--- src/rtl/reg_scoreboard_pkg.sv ---
// Shared sizing and FSM types for the issue-stage register scoreboard.
package reg_scoreboard_pkg;
  localparam int NUM_REGS     = 32;
  localparam int NUM_ISSUE_CH = 2;
  localparam int NUM_WB_PORTS = 2;

  typedef enum logic {SB_RUN, SB_BLOCKED} sb_state_e;
endpackage

--- src/rtl/reg_scoreboard_sb_chan_ckr.sv ---
// Combinational hazard check for one issue channel. Channels are chained
// through prev_req so a younger channel can only request behind an older one.
module reg_scoreboard_sb_chan_ckr
  import reg_scoreboard_pkg::*;
#(
  parameter int NR    = NUM_REGS,
  parameter bit FIRST = 1'b0,
  localparam int RW   = $clog2(NR)
) (
  input  logic          run,
  input  logic          valid,
  input  logic          blocking,
  input  logic [RW-1:0] rd,
  input  logic [NR-1:0] reg_req,
  input  logic          mem_op,
  input  logic [NR-1:0] locks,
  input  logic          mem_busy,
  input  logic [NR-1:0] older_rd,
  input  logic          older_mem,
  input  logic          prev_req,
  output logic          req
);
  // x0 never participates in any hazard
  localparam logic [NR-1:0] SRC_MASK = {{(NR-1){1'b1}}, 1'b0};

  logic [NR-1:0] rd_oh;
  logic raw, waw, bundle_hz, mem_hz, blk_hz;

  assign rd_oh     = {{(NR-1){1'b0}}, 1'b1} << rd;
  assign raw       = |(reg_req & locks & SRC_MASK);
  assign waw       = |(rd_oh & locks & SRC_MASK);
  assign bundle_hz = |((reg_req | rd_oh) & older_rd & SRC_MASK);
  assign mem_hz    = mem_op & (mem_busy | older_mem);
  // serialising instructions only issue alone from the oldest slot on a quiet machine
  assign blk_hz    = blocking & (!FIRST || (|locks) || mem_busy);

  assign req = run & valid & prev_req & ~raw & ~waw & ~bundle_hz & ~mem_hz & ~blk_hz;
endmodule

--- src/rtl/reg_scoreboard.sv ---
// Multi-channel register scoreboard: holds register locks, memory-busy and
// serialising state, and produces in-order per-channel issue requests.
//   state      | meaning
//   SB_RUN     | normal issue, requests evaluated per channel
//   SB_BLOCKED | serialising instruction in flight, no issue until blk_done_i
module reg_scoreboard
  import reg_scoreboard_pkg::*;
#(
  parameter int NR   = NUM_REGS,
  parameter int NCH  = NUM_ISSUE_CH,
  parameter int NWB  = NUM_WB_PORTS,
  localparam int RW  = $clog2(NR)
) (
  input  logic                     clk_i,
  input  logic                     rst_i,
  input  logic [NCH-1:0]           pl_valid_i,
  input  logic [NCH-1:0]           blocking_i,
  input  logic [NCH-1:0][RW-1:0]   rd_i,
  input  logic [NCH-1:0][NR-1:0]   reg_req_i,
  input  logic [NCH-1:0]           mem_op_i,
  input  logic [NCH-1:0]           gnt_i,
  input  logic [NWB-1:0]           wb_valid_i,
  input  logic [NWB-1:0][RW-1:0]   wb_rd_i,
  input  logic                     mem_done_i,
  input  logic                     blk_done_i,
  output logic [NCH-1:0]           arb_req_o,
  output logic [NR-1:0]            locks_o,
  output logic                     mem_busy_o,
  output logic                     blocked_o
);
  sb_state_e     state_q;
  logic [NR-1:0] locks_q, locks_d, lock_set, lock_clr;
  logic          mem_busy_q;
  logic          run;
  logic [NCH-1:0] qual;
  logic [NR-1:0] older_rd [NCH];
  logic [NCH-1:0] older_mem;

  assign run  = (state_q == SB_RUN);
  assign qual = gnt_i & arb_req_o;

  always_comb begin : bundle_scan
    logic [NR-1:0] acc;
    logic          accm;
    acc  = '0;
    accm = 1'b0;
    for (int k = 0; k < NCH; k++) begin
      older_rd[k]  = acc;
      older_mem[k] = accm;
      acc[rd_i[k]] = 1'b1;
      accm         = accm | mem_op_i[k];
    end
  end

  for (genvar k = 0; k < NCH; k++) begin : g_ch
    logic prev, req;
    if (k == 0) begin : g_head
      assign prev = 1'b1;
    end else begin : g_tail
      assign prev = g_ch[k-1].req;
    end
    reg_scoreboard_sb_chan_ckr #(.NR(NR), .FIRST(k == 0)) u_ckr (
      .run       (run),
      .valid     (pl_valid_i[k]),
      .blocking  (blocking_i[k]),
      .rd        (rd_i[k]),
      .reg_req   (reg_req_i[k]),
      .mem_op    (mem_op_i[k]),
      .locks     (locks_q),
      .mem_busy  (mem_busy_q),
      .older_rd  (older_rd[k]),
      .older_mem (older_mem[k]),
      .prev_req  (prev),
      .req       (req)
    );
    assign arb_req_o[k] = req;
  end

  // a new writer's set overrides a same-cycle writeback of the old value
  always_comb begin
    lock_set = '0;
    lock_clr = '0;
    for (int n = 0; n < NWB; n++)
      if (wb_valid_i[n]) lock_clr[wb_rd_i[n]] = 1'b1;
    for (int k = 0; k < NCH; k++)
      if (qual[k]) lock_set[rd_i[k]] = 1'b1;
    locks_d    = (locks_q & ~lock_clr) | lock_set;
    locks_d[0] = 1'b0;
  end

  always_ff @(posedge clk_i) begin
    if (rst_i) begin
      state_q    <= SB_RUN;
      locks_q    <= '0;
      mem_busy_q <= 1'b0;
    end else begin
      locks_q    <= locks_d;
      mem_busy_q <= (mem_busy_q & ~mem_done_i) | (|(qual & mem_op_i));
      case (state_q)
        SB_RUN:     if (|(qual & blocking_i)) state_q <= SB_BLOCKED;
        SB_BLOCKED: if (blk_done_i) state_q <= SB_RUN;
      endcase
    end
  end

  assign locks_o    = run ? locks_q : {{(NR-1){1'b1}}, 1'b0};
  assign mem_busy_o = mem_busy_q;
  assign blocked_o  = ~run;
endmodule

--- config.mk ---
export PLATFORM = sky130hd
export DESIGN_NAME = reg_scoreboard
export DESIGN_NICKNAME = d
export VERILOG_FILES = /design/src/rtl/reg_scoreboard_pkg.sv /design/src/rtl/reg_scoreboard_sb_chan_ckr.sv /design/src/rtl/reg_scoreboard.sv
export SDC_FILE = /design/constraint.sdc
export NUM_CORES = 1
export LEC_CHECK = 0
export ABC_AREA = 1
export CORE_ASPECT_RATIO = 1.25
export CORE_MARGIN = 2
export CORE_UTILIZATION = 45
export DETAILED_ROUTE_END_ITERATION = 8
export PLACE_DENSITY = 0.77
export SYNTH_ARGS = -nofsm -noshare
export SYNTH_HDL_FRONTEND = slang
export SYNTH_SLANG_ARGS = --single-unit
export TNS_END_PERCENT = 10
--- constraint.sdc ---
create_clock -name clk_i -period 4.9 [get_ports clk_i]
set_clock_uncertainty 0.05 [all_clocks]
set_input_delay 0.98 -clock clk_i [delete_from_list [all_inputs] [get_ports clk_i]]
set_output_delay 0.98 -clock clk_i [all_outputs]
set_load 0.01 [all_outputs]
==> impl_metrics.env <==
export IMPL_required_ps=3870
export IMPL_portBuffers=130
export IMPL_ys_warn_count=0
export IMPL_nFillCells=1064
export IMPL_worstSetupPathType="in2out"
export IMPL_finalHoldViolCount=0
export IMPL_numCtsBuffers=5
export IMPL_status="finished clean"
export IMPL_cts_root_buf="clkbuf_16"
export IMPL_slew_violations=0
export IMPL_grt_first_pass_wirelength_um=33670
export IMPL_cpMostUsedCell="nand2_1"
export IMPL_start_util_pct=46.54
export IMPL_grt_overflow=0
export IMPL_critPathTopFamily="simple AND/OR/NAND/NOR gates"
export IMPL_synth_flop_cell="dfxtp_1"
export IMPL_drc=0
export IMPL_syn_area_mm2=0.004496
export IMPL_busiest_layer="met2"
export IMPL_synth_edf_count=0
export IMPL_yosys_top_cells_count="nand2_1, nor2_1, inv_1"
export IMPL_place_gp_congestion=1.104
export IMPL_antenna_found_initial=0
export IMPL_antenna_cells=0
export IMPL_fmax_mhz=212.9
export IMPL_ys_async_sr_fraction_pct=0
export IMPL_finalSetupTns_ps=0
export IMPL_synth_distinct_cells=25
export IMPL_postCtsSetupRepairBufs=0
export IMPL_cp_arrival_ps=3670
export IMPL_num_vias=6629
export IMPL_dp_hpwl_um=17480
export IMPL_synth_top_area_share_pct=27.05
export IMPL_post_route_min_period_ps=4697
export IMPL_grt_use_met2_pct=64.03
export IMPL_use_met3_pct=8.453
export IMPL_syn_inst=903
export IMPL_grt_use_total_pct=41.42
export IMPL_ys_seq_area_share_pct=14.70
export IMPL_min_delay_path_depth=4
export IMPL_dp_cells=1149
export IMPL_worst_r2r_cell_count=13
export IMPL_clock_latency_ps=290
export IMPL_cts_buffer_depth=2
export IMPL_tritoncts="built"
export IMPL_die_area_mm2=0.01081
export IMPL_slew_headroom_pct=11.10
export IMPL_crit_fanout=8
export IMPL_fin_cells=1156
export IMPL_drtPass1Iterations=5
export IMPL_syn2layout_area_growth_pct=35.62
export IMPL_die_width_um=93.40
export IMPL_wl_um=22360
export IMPL_tightest_slew_ps=1323
export IMPL_crit_cells=13
export IMPL_grt_pass1_vias=6318
export IMPL_startpoint_type="primary input"
export IMPL_ys_ff_latch=33
export IMPL_via_per_inst=5.734
export IMPL_leakagePower_nw=3.036
export IMPL_holdWs_ps=566.9
export IMPL_synth_nets=1001
export IMPL_cap_violations=0
export IMPL_cts_hold_buf=0
export IMPL_worst_path_buf_inv=4
export IMPL_min_period_over_period_pct=95.85
export IMPL_drt_iter0_markers=599
export IMPL_rsz0062_at_grt="false"
export IMPL_p_per_area_mw_per_mm2=157.3
export IMPL_crit_chain="clkdlybuf4s50_1 -> inv_1 -> nand2_2 -> nor2_1 -> nand2_1 -> nand2_1 -> nor2_1 -> nand2_1 -> nor2_2 -> nand2_2 -> nor4_2 -> buf_4 -> clkdlybuf4s50_1"
export IMPL_post_drt_wl_per_cell_um=19.34
export IMPL_cts_sinks=33
export IMPL_ant_nets=0
export IMPL_hp_class="reg2reg"
export IMPL_h_tree_depth=2
export IMPL_yosysTopAreaCell="nand2_1"
export IMPL_slowest_delay_ps=560
export IMPL_nets=1128
export IMPL_irDropWorstVdd_mv=0.1433
export IMPL_final_layout_size_suffix_gt1_share_pct=6.602
export IMPL_clk_pin_slew_worst_paths_ps=60
export IMPL_die_h_um=115.8
export IMPL_synth_most_common_cell="nand2_1"
export IMPL_grt_max_degree=66
export IMPL_use_met1_pct=51.07
export IMPL_cp_slowest_cell="clkdlybuf4s50_1"
export IMPL_core_mm2=0.009659
export IMPL_setup_violations=0
export IMPL_avgSynthCellArea_um2=4.978
export IMPL_critPathCaptureType="output pin"
export IMPL_dpl_worst_slack_ps=132.4
export IMPL_synth_area_leaders="nand2_1, dfxtp_1, nor2_1, inv_1, nand3_1"
export IMPL_postCtsResizedCells=0
export IMPL_rows=40
export IMPL_io_pins=134
export IMPL_fin_ws_ps=203.1
==> stage by stage <==
stage	power (mW)	utilization, %	instance area (um2)
2_1_floorplan	0.4503	-	4496
3_3_place_gp	0.6180	61.52	5942
3_5_place_dp	0.6182	61.52	5942
4_1_cts	0.9445	63.03	6088
5_1_grt	0.9869	63.12	6097
6_report	0.9589	63.12	6097
==> worst paths after layout <==
check | start | endpoint | slack (ps)
max reg2reg | blocked_o | locks_q[20] | 2130
min reg2reg | mem_busy_o | mem_busy_o | 570
max | rd_i[0] | arb_req_o[1] | 200
min | mem_busy_o | mem_busy_o | 570
==> worst reg2reg max path, stage by stage (launching register included) <==
cell and delay, ps:
dfxtp_1 550, inv_1 230, nand2_1 70, a21oi_1 120
and2_0 150, nand4_1 80, nor2_1 130, nand2_2 100
nor2_4 150, buf_4 570, nand3_1 170, nand2_1 150
inv_1 50, a21oi_1 130
==> layout make-up <==
| cell class | count | area [um2] | share of cell area [%] |
|---|---|---|---|
| Clock buffer | 6 | 138.9 | 2.278 |
| Clock inverter | 1 | 7.507 | 0.1231 |
| Inverter | 124 | 465.4 | 7.634 |
| Multi-Input combinational cell | 713 | 3191 | 52.33 |
| Sequential cell | 33 | 660.6 | 10.84 |
| Tap cell | 126 | 157.7 | 2.586 |
| Timing Repair Buffer | 153 | 1476 | 24.22 |
==> layer usage <==
| layer | part of all wire [%] | routed length (um) | vias to the layer above |
|---|---|---|---|
| met5 | 0 | 0 | - |
| met4 | 7.8 | 1744 | 0 |
| met3 | 11 | 2405 | 118 |
| met2 | 44 | 9817 | 486 |
| met1 | 38 | 8393 | 2906 |
| li1 | - | - | 3119 |
==> where the power goes <==
| part | internal (mW) | switching, mW | leakage (nW) |
|---|---|---|---|
| Clock | 0.200 | 0.135 | 0.0690 |
| Combinational | 0.148 | 0.196 | 2.70 |
| Sequential | 0.271 | 0.00924 | 0.266 |
==> cells by family after synthesis <==
group                  share of synthesized area (%)
AO/OA/AOI/OAI                                  11.63
flip-flops                                     14.70
AND/OR/NAND/NOR                                59.12
other                                        0.08342
buffers and inverters                          14.47
==> sequential cells by signal, indices dropped and copies added (netlist names) <==
name and count:
mem_busy_o 1, blocked_o 1, locks_q 31
==> cell usage in the layout, fill, tap and decap left out, drive strengths merged <==
master / instances
buf: 23
nand2: 328
nor2: 131
clkbuf: 6
and2: 1
dlymetal6s2s: 1
o211ai: 21
inv: 124
clkinvlp: 1
nand3: 73
or2: 21
nand4: 44
o21ai: 19
a21oi: 45
nor4: 1
o21bai: 6
conb: 1
dfxtp: 33
clkdlybuf4s50: 129
nor3: 22
(Power assumes the default switching activity.)
